## config.mk

```make
export PLATFORM = sky130hd
export DESIGN_NAME = mdu_iter
export DESIGN_NICKNAME = d
export VERILOG_FILES = /design/src/rtl/mdu_iter.sv
export SDC_FILE = /design/constraint.sdc
export NUM_CORES = 1
export LEC_CHECK = 0
export ABC_AREA = 1
export BUFFER_PORTS_ARGS = -buffer_cell sky130_fd_sc_hd__buf_4
export CELL_PAD_IN_SITES_DETAIL_PLACEMENT = 1
export CELL_PAD_IN_SITES_GLOBAL_PLACEMENT = 2
export CORE_ASPECT_RATIO = 0.9
export CORE_MARGIN = 8
export CORE_UTILIZATION = 36
export CTS_CLUSTER_DIAMETER = 80
export CTS_CLUSTER_SIZE = 24
export DETAILED_ROUTE_END_ITERATION = 10
export GPL_ROUTABILITY_DRIVEN = 0
export HOLD_SLACK_MARGIN = 0.05
export PLACE_DENSITY = 0.92
export SLEW_MARGIN = 20
export SYNTH_ARGS = -nofsm -noshare
export SYNTH_HDL_FRONTEND = slang
export SYNTH_SLANG_ARGS = --single-unit
export TNS_END_PERCENT = 100
```

## constraint.sdc

```tcl
create_clock -name clk -period 4.1 [get_ports clk]
set_clock_uncertainty 0.05 [all_clocks]
set_input_delay 0.82 -clock clk [delete_from_list [all_inputs] [get_ports clk]]
set_output_delay 0.82 -clock clk [all_outputs]
set_load 0.05 [all_outputs]
```

## src/rtl/mdu_iter.sv

```systemverilog
// Iterative RV32M multiply/divide unit: shift-add multiplier and restoring divider, one bit per cycle.
// Define MDU_FAST_MUL_EN to replace the iterative multiply with a single-cycle combinational product.
module mdu_iter #(
   parameter int WIDTH = 32,
   localparam int CNT_W = $clog2(WIDTH) + 1
) (
   input  logic             clk,
   input  logic             rst_n,
   input  logic             in_valid,
   output logic             in_ready,
   input  logic [2:0]       op,
   input  logic [WIDTH-1:0] a,
   input  logic [WIDTH-1:0] b,
   input  logic             flush,
   output logic             out_valid,
   output logic [WIDTH-1:0] result,
   output logic             busy
);

   typedef enum logic [1:0] {S_IDLE, S_CALC, S_FIX, S_DONE} state_e;

   localparam logic [WIDTH-1:0] MIN_NEG = {1'b1, {(WIDTH-1){1'b0}}};

   state_e           state_q, state_d;
   logic [2:0]       op_q, op_d;
   logic [WIDTH-1:0] acc_hi_q, acc_hi_d;
   logic [WIDTH-1:0] acc_lo_q, acc_lo_d;
   logic [WIDTH-1:0] opb_q, opb_d;
   logic [WIDTH-1:0] pend_q, pend_d;
   logic [WIDTH-1:0] res_q, res_d;
   logic [CNT_W-1:0] cnt_q, cnt_d;
   logic             neg_q, neg_d;
   logic             a_neg_q, a_neg_d;

   logic             accept, is_div, signed_a, signed_b, a_neg, b_neg;
   logic             div_zero, div_ovf, bypass, mul_fast;
   logic [WIDTH-1:0] a_mag, b_mag, byp_val;
`ifdef MDU_FAST_MUL_EN
   logic [WIDTH:0]     fa_ext, fb_ext;
   logic [2*WIDTH-1:0] fprod;
`endif

   // Request decode: operand magnitudes, result signs and the bypass cases.
   always_comb begin
      accept   = in_valid && !flush && (state_q == S_IDLE);
      is_div   = op[2];
      signed_a = (op == 3'b001) || (op == 3'b010) || (op == 3'b100) || (op == 3'b110);
      signed_b = (op == 3'b001) || (op == 3'b100) || (op == 3'b110);
      a_neg    = signed_a & a[WIDTH-1];
      b_neg    = signed_b & b[WIDTH-1];
      a_mag    = a_neg ? -a : a;
      b_mag    = b_neg ? -b : b;
      div_zero = is_div && (b == '0);
      div_ovf  = is_div && !op[0] && (a == MIN_NEG) && (b == '1);
      bypass   = div_zero || div_ovf;
      if (div_zero) byp_val = op[1] ? a : '1;
      else          byp_val = op[1] ? '0 : a;
`ifdef MDU_FAST_MUL_EN
      mul_fast = !is_div;
      fa_ext   = {signed_a & a[WIDTH-1], a};
      fb_ext   = {signed_b & b[WIDTH-1], b};
      fprod    = {{(WIDTH-1){fa_ext[WIDTH]}}, fa_ext} * {{(WIDTH-1){fb_ext[WIDTH]}}, fb_ext};
`else
      mul_fast = 1'b0;
`endif
   end

   logic [WIDTH:0]     mul_sum, rem_sh;
   logic               div_ge;
   logic [2*WIDTH-1:0] prod_fix;
   logic [WIDTH-1:0]   quo_fix, rem_fix, fix_val;

   always_comb begin
      mul_sum  = {1'b0, acc_hi_q} + (acc_lo_q[0] ? {1'b0, opb_q} : '0);
      rem_sh   = {acc_hi_q, acc_lo_q[WIDTH-1]};
      div_ge   = rem_sh >= {1'b0, opb_q};
      prod_fix = neg_q ? -{acc_hi_q, acc_lo_q} : {acc_hi_q, acc_lo_q};
      quo_fix  = neg_q ? -acc_lo_q : acc_lo_q;
      rem_fix  = a_neg_q ? -acc_hi_q : acc_hi_q;
      case (op_q)
         3'b000:                 fix_val = prod_fix[WIDTH-1:0];
         3'b001, 3'b010, 3'b011: fix_val = prod_fix[2*WIDTH-1:WIDTH];
         3'b100, 3'b101:         fix_val = quo_fix;
         default:                fix_val = rem_fix;
      endcase
   end

   always_ff @(posedge clk or negedge rst_n) begin
      if (!rst_n) state_q <= S_IDLE;
      else        state_q <= state_d;
   end

   always_comb begin
      state_d = state_q;
      case (state_q)
         S_IDLE:  if (accept) state_d = (bypass || mul_fast) ? S_DONE : S_CALC;
         S_CALC:  if (cnt_q == CNT_W'(WIDTH - 1)) state_d = S_FIX;
         S_FIX:   state_d = S_DONE;
         S_DONE:  state_d = S_IDLE;
         default: state_d = S_IDLE;
      endcase
      if (flush) state_d = S_IDLE;
   end

   // A flushed DONE never exposes pend_q, so the visible result keeps its old value.
   always_comb begin
      in_ready  = (state_q == S_IDLE);
      busy      = (state_q == S_CALC) || (state_q == S_FIX);
      out_valid = (state_q == S_DONE) && !flush;
      result    = out_valid ? pend_q : res_q;
   end

   always_comb begin
      op_d     = op_q;
      acc_hi_d = acc_hi_q;
      acc_lo_d = acc_lo_q;
      opb_d    = opb_q;
      pend_d   = pend_q;
      res_d    = res_q;
      cnt_d    = cnt_q;
      neg_d    = neg_q;
      a_neg_d  = a_neg_q;
      case (state_q)
         S_IDLE: begin
            if (accept) begin
               op_d     = op;
               cnt_d    = '0;
               neg_d    = a_neg ^ b_neg;
               a_neg_d  = a_neg;
               acc_hi_d = '0;
               acc_lo_d = is_div ? a_mag : b_mag;
               opb_d    = is_div ? b_mag : a_mag;
               if (bypass) pend_d = byp_val;
`ifdef MDU_FAST_MUL_EN
               else if (mul_fast) pend_d = (op == 3'b000) ? fprod[WIDTH-1:0] : fprod[2*WIDTH-1:WIDTH];
`endif
            end
         end
         S_CALC: begin
            cnt_d = cnt_q + CNT_W'(1);
            if (op_q[2]) begin
               acc_hi_d = div_ge ? (rem_sh[WIDTH-1:0] - opb_q) : rem_sh[WIDTH-1:0];
               acc_lo_d = {acc_lo_q[WIDTH-2:0], div_ge};
            end else begin
               acc_hi_d = mul_sum[WIDTH:1];
               acc_lo_d = {mul_sum[0], acc_lo_q[WIDTH-1:1]};
            end
         end
         S_FIX:   pend_d = fix_val;
         S_DONE:  if (!flush) res_d = pend_q;
         default: ;
      endcase
   end

   always_ff @(posedge clk or negedge rst_n) begin
      if (!rst_n) begin
         op_q     <= '0;
         acc_hi_q <= '0;
         acc_lo_q <= '0;
         opb_q    <= '0;
         pend_q   <= '0;
         res_q    <= '0;
         cnt_q    <= '0;
         neg_q    <= 1'b0;
         a_neg_q  <= 1'b0;
      end else begin
         op_q     <= op_d;
         acc_hi_q <= acc_hi_d;
         acc_lo_q <= acc_lo_d;
         opb_q    <= opb_d;
         pend_q   <= pend_d;
         res_q    <= res_d;
         cnt_q    <= cnt_d;
         neg_q    <= neg_d;
         a_neg_q  <= a_neg_d;
      end
   end

endmodule

```

Yosys cells after proc, flatten, opt, wreduce, memory -nomap -nowiden:

Index checks and enable logic that the tools add are counted.

* register bits after elaboration: 173
* latch bits: 0
* bits in writable memories: 0
* ROM bits: 0
* output and inout bits: 35
* word-level logic and storage cells: 100
* memories: 0

* $add $sub $neg: 8
* multiply operators: 0
* div/mod/pow operators: 0
* order comparisons: 1
* eq/ne operators: 19
* shift-type cells: 0
* multiplexer cells: 30
* bitwise operators: 4
* reduce and logical (&&, ||, !) cells: 28

Operators by type and width (count)
* $mux W32: 18
* $pmux W32 S2: 3
* $neg A32 Y32: 4
* $pmux W32 S3: 1
* $eq A32 B32 Y1 const B: 2
* $mux W64: 1
* $neg A64 Y64: 1
* $add A32 B32 Y33: 1
* $ge A33 B32 Y1: 1
* $logic_not A32 Y1: 1
* $sub A32 B32 Y32: 1
* $eq A3 B3 Y1 const B: 4
* $pmux W6 S2: 1
* $eq A3 B2 Y1 const B: 3
* $mux W2: 4
* $pmux W2 S4: 1
* $reduce_and A2 Y1: 4
* $logic_and A1 B1 Y1: 7
* $logic_or A1 B1 Y1: 7
* $add A6 B1 Y6 const B: 1
* $eq A3 B1 Y1 const B: 2
* $eq A6 B5 Y1 const B: 1
* $mux W6: 1
* $eq A2 B2 Y1 const B: 2
* 14 further kinds: 18

Longest topological paths before layout:

Gate-level depths: netlist of run 1.

* word-level depth: 9
* depth in mapped cells: 20

Worst setup path before layout of run 1:

OpenSTA, ideal clock, no wires.

* path type: input to output
* start point: input port flush
* end point: output port result[22]
* data arrival time: 2298 ps
* data required time: 3230 ps
* path slack: 932 ps
* stages: 6
* path buffers: 1
* cells stage by stage: inv_1 -> nand2_1 -> inv_1 -> buf_1 -> nand2_1 -> nand2_1

* word-level cells in the longest chain between the ends: 3

Ends and longest elaborated chain
* from (decl): RTL line 14 `input logic flush,`
* $logic_not A1 Y1
* $logic_and A1 B1 Y1: RTL line 109 `out_valid = (state_q == S_DONE) && !flush;`
* via out_valid: RTL line 15 `output logic out_valid,`
* $mux W32: RTL line 110 `result = out_valid ? pend_q : res_q;`
* to (decl): RTL line 16 `output logic [WIDTH-1:0] result,`

The timed path passes the listed nets, and every way through them passes these cells.

Final worst setup path of run 1:

* start point: register acc_lo_q[0]
* end point: register acc_hi_q[17]

* word-level cells in the longest chain between the ends: 4

Ends and longest elaborated chain
* from (decl): RTL line 27 `logic [WIDTH-1:0] acc_lo_q, acc_lo_d;`
* from (signal assigned): RTL line 169 `acc_lo_q <= acc_lo_d;`
* $mux W32: RTL line 74 `mul_sum = {1'b0, acc_hi_q} + (acc_lo_q[0] ? {1'b0, opb_q} : '0);`
* $add A32 B32 Y33: RTL line 74
* $mux W32: RTL line 141 `if (op_q[2]) begin`
* $pmux W32 S2: RTL line 123 `case (state_q)`
* to (signal assigned): RTL line 168 `acc_hi_q <= acc_hi_d;`
* to (decl): RTL line 26 `logic [WIDTH-1:0] acc_hi_q, acc_hi_d;`

Every way passes these cells.
A chain may end at the register's enable or synchronous reset.

==> results_dict.tcl, run 1 <==
set metrics [dict create \
    power_frac_comb_pct 71.3 \
    hold_violations 0 \
    worstSetupStartpoint "acc_lo_q[0]$_DFFE_PN0P_" \
    power.density_nw_per_um2 828 \
    numCtsBuffers 17 \
    critPathArrivalTime_ns 3.58 \
    r2r-end "acc_hi_q[17]$_DFFE_PN0P_" \
    endpoint "acc_hi_q[17]$_DFFE_PN0P_" \
    drt-pass1-iter-count 5 \
    cts_tree "built" \
    track_usage_pct 30.2 \
    yosys.area_share.adder_pct 4.90 \
    min_period_ns 3.24 \
    path_cells "buf_4 -> nand2_1 -> inv_1 -> ha_1 -> a21oi_1 -> nand3_1 -> nand2_1 -> nand3_1 -> nand2_1 -> nand2_1 -> nand2_1 -> nand3_1 -> nand2_1 -> inv_1 -> nand2_1 -> nand2_1" \
    diodes 0 \
    cts_root_buf "clkbuf_16" \
    rows 81 \
    synth-simple-area-share_pct 46.5 \
    die_area_um2 62500 \
    async_reset_ff_share_pct 100 \
    max_cap_violations 0 \
    post_cts_resized 0 \
    critPathTopFamily "simple AND/OR/NAND/NOR gates" \
    p_leak_nw 11.8 \
    clkPwrFrac_pct 9.9 \
    reg2reg_from "acc_lo_q[0]$_DFFE_PN0P_" \
    critPathRequiredTime_ns 4.45 \
    cts_setup_buffers 0 \
    use_met2_pct 44.4 \
    ir_drop_uv 395 \
    yosys-top-cells-area "nand2_1 24%, dfrtp_1 22%, nand3_1 9.4%" \
    ys_seq_elements 173 \
    ys_seq_area_share_pct 22.0 \
    cp_slowest_cell "dfrtp_1" \
    synth_top_family_by_area "simple AND/OR/NAND/NOR gates" \
    n_fill_cell 7531 \
    r2r_slack_ns 0.86 \
    worstPathMaxFanout 31 \
    wirelength_um 97700 \
    setup_viol 0 \
    synth_mux_area_share_pct 0 \
    seqPwrFrac_pct 18.8 \
    synthesis.area_um2 19700 \
    io_buffers 105 \
    netlist.top_cell.by_area "nand2_1" \
    core_um2 54200 \
    synth-edff-count 0 \
    die_width_um 263 \
    crit_cells 16 \
    die_y_um 238 \
    p_int_w 0.00691 \
    htreeDepth 4 \
    reg2regPathDepth 16 \
    use_met1_pct 42.7 \
    cpMostUsedCell "nand2_1" \
    num-nets-final 3707 \
    holdBufCountCts 0 \
    path_clk_slew_ns 0.08 \
    cp_num_buf_inv 3 \
    final_layout_size_suffix_gt1_share_pct 7.42 \
    drc 0 \
    boundaryPins 106 \
    synth_compound_area_share_pct 12.3 \
    postLayoutCoreUtil_pct 40.5 \
    start_kind "flip-flop" \
    syn_to_final_growth_pct 11.3 \
    maxSlewHeadroom_pct 30.7 \
    viasPerCell 5.64 \
    yosysWarnings 0 \
    hpwl_um 80300 \
    grt_overflow 0 \
    drt-wirelength-per-cell_um 22.8 \
    cts_buffer_depth 2 \
    worstMarginPinSlew_ns 1.03 \
    initial_core_util_pct 36.4 \
    totalPowerFinal_w 0.0182 \
    grt_pass1_wl_um 145000 \
    crit_path_end_kind "flip-flop" \
    grt_use_met3_pct 7.26 \
    syn_nets 3645 \
    avgSynthCellArea_um2 5.64 \
    grt-busiest-layer "met2" \
    rsz0062_at_grt "false" \
    path_class "reg2reg" \
    power_switching_w 0.0112 \
    swShare_pct 61.9 \
    yosysUniqueCellTypes 53 \
    drt_iter0_drc 2331 \
    fmax_mhz 309 \
    hold_path_class "in2async" \
    grt_max_degree 76 \
    hold_slack_ns 0.248 \
    outcome "finished clean" \
    first_global_vias 23100 \
    tns_ns 0 \
    vias 24100 \
    period_share_pct 79.0 \
    antenna_found_initial 1 \
    drv_slew 0 \
    ys.flop_type "dfrtp_1" \
    syn_inst 3498 \
    clk_latency_ns 0.50 \
    clock-sinks 173 \
    slowest_delay_ns 0.44 \
    netlist.area_leader.share_pct 23.6 \
    synth_xor_area_share_pct 3.29 \
    ant_nets 0 \
]
[power by group through the flow]
stage	clock, W	sequential (W)	combinational, W
after detailed placement	0	0.00337	0.0125
after global routing	0.00186	0.00346	0.0140
final	0.00179	0.00341	0.0129
after global placement	0	0.00334	0.0124
after floorplan	0	0.00294	0.00828
after CTS	0.00181	0.00334	0.0126
[cells in the mapped netlist, types with 4 or more instances]
cell and instances:
ha_1 74, nor2_1 426, buf_1 15, inv_1 423
a31oi_1 14, clkbuf_1 66, buf_6 9, nand2_1 1239
nand3_1 371, nand2_2 13, o21bai_1 13, nand3b_1 20
nor3_1 30, o221ai_1 16, o21ai_1 22, a22oi_1 9
inv_2 9, buf_2 21, xor2_1 59, and2_1 4
nand3_2 4, nand4_1 55, a21oi_1 127, o211ai_1 34
or2_2 6, clkinv_1 4, nor2_2 21, o21ai_0 171
xnor2_1 15, dfrtp_1 173
[metrics by stage]
| step | cell area [µm²] | worst slack, ns | cells |
|---|---|---|---|
| after floorplan | 19700 | 0.932 | 3498 |
| after global placement | 21300 | 0.786 | 4246 |
| after detailed placement | 21300 | 0.795 | 4246 |
| after CTS | 21900 | 0.952 | 4278 |
| after global routing | 21900 | 0.737 | 4278 |
| final | 21900 | 0.863 | 4278 |
[area by class of cell]
cell class | instances | area (µm²) | share of cell area (%)
Clock buffer | 18 | 439 | 2.00
Inverter | 437 | 1640 | 7.48
Multi-Input combinational cell | 2773 | 13200 | 60.3
Sequential cell | 173 | 4330 | 19.7
Clock inverter | 14 | 188 | 0.856
Tap cell | 705 | 882 | 4.02
Timing Repair Buffer | 158 | 1230 | 5.61
[how the worst min path moves through the flow]
stage | end | depth (start not counted) | start
after floorplan | pend_q[14]$_DFFE_PN0P_ | 2 | pend_q[14]$_DFFE_PN0P_
after global placement | res_q[11]$_DFFE_PN0P_ | 2 | res_q[11]$_DFFE_PN0P_
after detailed placement | res_q[20]$_DFFE_PN0P_ | 2 | res_q[20]$_DFFE_PN0P_
after CTS | opb_q[27]$_DFFE_PN0P_ | 1 | rst_n
after global routing | opb_q[29]$_DFFE_PN0P_ | 1 | rst_n
final | opb_q[29]$_DFFE_PN0P_ | 1 | rst_n
[worst register-to-register path: stages, from the launching register on]
cell	delay (ns)
dfrtp_1	0.44
buf_4	0.40
nand2_1	0.10
inv_1	0.15
ha_1	0.32
a21oi_1	0.33
nand3_1	0.29
nand2_1	0.15
nand3_1	0.22
nand2_1	0.15
nand2_1	0.06
nand2_1	0.05
nand3_1	0.14
nand2_1	0.14
inv_1	0.05
nand2_1	0.06
nand2_1	0.04
[layer usage]
layer	routed length, µm	up-vias
li1	-	11300
met1	44300	11700
met4	3340	2
met3	9210	136
met2	40800	1005
met5	12	-
[cell families (layout without fill, tap and decap cells)]
| family | Yosys count | in the layout |
|---|---|---|
| fa+ha+maj | 76 | 76 |
| flops | 173 | 173 |
| buf+inv | 552 | 627 |
| simple gates | 2199 | 2199 |
| xor+xnor | 74 | 74 |
| compound gates | 424 | 424 |
[registers in the layout, summed over array words and instances, names as in the netlist]
signal and flops:
opb_q 32, acc_lo_q 32, pend_q 32, acc_hi_q 32, cnt_q 6, neg_q 1, state_q 2, op_q 3
res_q 32, a_neg_q 1
[layout by cell type (no fill, tap or decap), types with 24 or more instances in the layout]
master | synthesis | layout
nand2_1 | 1239 | 1238
o21ai_0 | 171 | 171
a21oi_1 | 127 | 127
inv_1 | 423 | 423
nor2_1 | 426 | 423
xor2_1 | 59 | 59
nand3_1 | 371 | 371
dfrtp_1 | 173 | 171
nor2_2 | 21 | 24
ha_1 | 74 | 74
buf_4 | 3 | 154
nor3_1 | 30 | 30
o211ai_1 | 34 | 34
nand4_1 | 55 | 55
No activity file was read; power rests on OpenSTA's default activity.
==> inputs of run 2 (changes only) <==
--- a/config.mk
+++ b/config.mk
@@ -11,13 +11,13 @@
 export CELL_PAD_IN_SITES_GLOBAL_PLACEMENT = 2
 export CORE_ASPECT_RATIO = 0.9
 export CORE_MARGIN = 8
-export CORE_UTILIZATION = 36
+export CORE_UTILIZATION = 30
 export CTS_CLUSTER_DIAMETER = 80
 export CTS_CLUSTER_SIZE = 24
 export DETAILED_ROUTE_END_ITERATION = 10
 export GPL_ROUTABILITY_DRIVEN = 0
 export HOLD_SLACK_MARGIN = 0.05
-export PLACE_DENSITY = 0.92
+export PLACE_DENSITY = 0.83
 export SLEW_MARGIN = 20
 export SYNTH_ARGS = -nofsm -noshare
 export SYNTH_HDL_FRONTEND = slang
==> constraint.sdc (replaced) <==
create_clock -name clk -period 2.8 [get_ports clk]
set_clock_uncertainty 0.05 [all_clocks]
set_input_delay 0.56 -clock clk [delete_from_list [all_inputs] [get_ports clk]]
set_output_delay 0.56 -clock clk [all_outputs]
set_load 0.05 [all_outputs]
==> run 2 against run 1 <==
Die area is 19% higher. Combinational power rose by 58%. Core utilization decreased by 4.9 points.
==> results_dict.tcl, run 2 (synthesized netlist as in run 1, its figures left out) <==
set metrics [dict create \
    worstMarginPinSlew_ns 0.673 \
    drc 0 \
    outcome "finished clean" \
    max_cap_violations 0 \
    path_cells "ha_1 -> nand2_1 -> nor3_4 -> nand2_1 -> a21oi_2 -> nor2_2 -> buf_4 -> a21oi_4 -> buf_4 -> nand2_1 -> nand3_1 -> nand2_1" \
    start_kind "flip-flop" \
    hold_violations 0 \
    path_clk_slew_ns 0.09 \
    min_period_ns 2.74 \
    fmax_mhz 365 \
    syn_to_final_growth_pct 17.6 \
    rows 89 \
    grt_pass1_wl_um 152000 \
    final_layout_size_suffix_gt1_share_pct 11.2 \
    cts_buffer_depth 2 \
    numCtsBuffers 17 \
    ant_nets 0 \
    die_width_um 286 \
    n_fill_cell 8911 \
    cp_slowest_cell "dfrtp_1" \
    num-nets-final 3824 \
    drt-pass1-iter-count 5 \
    critPathArrivalTime_ns 3.06 \
    track_usage_pct 27.0 \
    wirelength_um 102000 \
    die_area_um2 74200 \
    drv_slew 0 \
    cts_tree "built" \
    hold_slack_ns 0.357 \
    drt_iter0_drc 2369 \
    cpMostUsedCell "nand2_1" \
    cts_root_buf "clkbuf_16" \
    hold_path_class "in2reg" \
    final_common_cell "nand2_1" \
    maxSlewHeadroom_pct 54.7 \
    slowest_delay_ns 0.43 \
    clock-sinks 173 \
    grt_max_degree 67 \
    first_global_vias 23600 \
    grt_overflow 0 \
    io_buffers 105 \
    vias 24400 \
    initial_core_util_pct 30.2 \
    die_y_um 259 \
    diodes 0 \
    rsz0062_at_grt "true" \
    ir_drop_uv 681 \
    core_um2 65300 \
    setup_viol 0 \
    worstPathMaxFanout 11 \
    hpwl_um 85000 \
    most-common-layout-cells "1,236 x nand2_1, 423 x inv_1, 419 x nor2_1" \
    drt-wirelength-per-cell_um 22.5 \
    placed_area_um2 22500 \
    antenna_found_initial 3 \
    path_class "reg2reg" \
    p_leak_nw 12.3 \
    crit_path_end_kind "flip-flop" \
    critPathRequiredTime_ns 3.12 \
    htreeDepth 4 \
    clk_latency_ns 0.50 \
    period_share_pct 97.8 \
    boundaryPins 106 \
    totalPowerFinal_w 0.0278 \
    fin_area_um2 23200 \
    viasPerCell 5.35 \
    power.density_nw_per_um2 1200 \
]
-- run 2: cell types whose count changed in the layout (fill, tap and decap cells not counted), sizes merged --
| cell | change |
|---|---|
| clkinv | -2 |
| dlygate4sd3 | +1 |
| buf | +116 |
| clkbuf | -1 |
| clkinvlp | +2 |
-- run 2: what timing repair did --
action                                  CTS  global route
endpoints found under the setup margin   10            37
hold buffers                              1             0
gates resized for setup                   2            35
buffers inserted                          0             1
hold endpoints to repair                 52             0
-- run 2: worst max-delay path, delay by kind of cell, from the launching register on --
kind                     cells  cell delay (ns)
AND/OR/NAND/NOR              7             0.98
AO/OA/AOI/OAI                2             0.34
adder cells (fa/ha/maj)      1             0.43
flip-flops                   1             0.43
buffers and inverters        2             0.39
-- run 2: layout make-up --
class                           count  area, µm²  share of cell area [%]
Tap cell                          864       1080                    4.66
Clock inverter                     14        148                   0.637
Timing Repair Buffer              275       2220                    9.59
Inverter                          437       1640                    7.08
Clock buffer                       17        425                    1.84
Multi-Input combinational cell   2773      13300                    57.4
Sequential cell                   173       4350                    18.8
-- run 2: layer usage --
metal | GRT usage [%] | vias to the layer above | wire [µm]
met3 | 4.58 | 120 | 8490
met4 | 9.11 | 6 | 3400
met5 | 0 | - | 41
met2 | 38.5 | 877 | 41900
met1 | 40.3 | 11800 | 48600
li1 | - | 11500 | -
-- run 2: worst paths after layout --
kind | cells after the start | to | slack [ns] | startpoint
min in group asynchronous | 2 | opb_q[8]$_DFFE_PN0P_ | 0.59 | rst_n
worst min register to register | 2 | res_q[21]$_DFFE_PN0P_ | 0.43 | res_q[21]$_DFFE_PN0P_
max in group asynchronous | 3 | pend_q[31]$_DFFE_PN0P_ | 1.45 | rst_n
worst max register to register | 12 | acc_hi_q[13]$_DFFE_PN0P_ | 0.06 | acc_hi_q[28]$_DFFE_PN0P_
worst max-delay path | 12 | acc_hi_q[13]$_DFFE_PN0P_ | 0.06 | acc_hi_q[28]$_DFFE_PN0P_
worst min-delay path | 3 | op_q[0]$_DFFE_PN0P_ | 0.36 | op[0]
-- run 2: metrics by stage --
stage / setup WS, ns / TNS, ns / cells / util [%]
after floorplan: 0.152 / 0 / 3498 / -
after global placement: -0.0167 / -0.0278 / 4520 / 34.5
after detailed placement: -0.0533 / -0.180 / 4520 / 34.5
after CTS: 0.0161 / 0 / 4552 / 35.4
after global routing: -0.0211 / -0.0342 / 4553 / 35.5
final: 0.0604 / 0 / 4553 / 35.5
-- run 2: where the power goes --
group	total, W	internal, W	switching (W)	leakage (nW)
Clock	0.00252	0.00125	0.00126	0.274
Sequential	0.00485	0.00352	0.00133	2.21
Combinational	0.0204	0.00621	0.0142	9.84
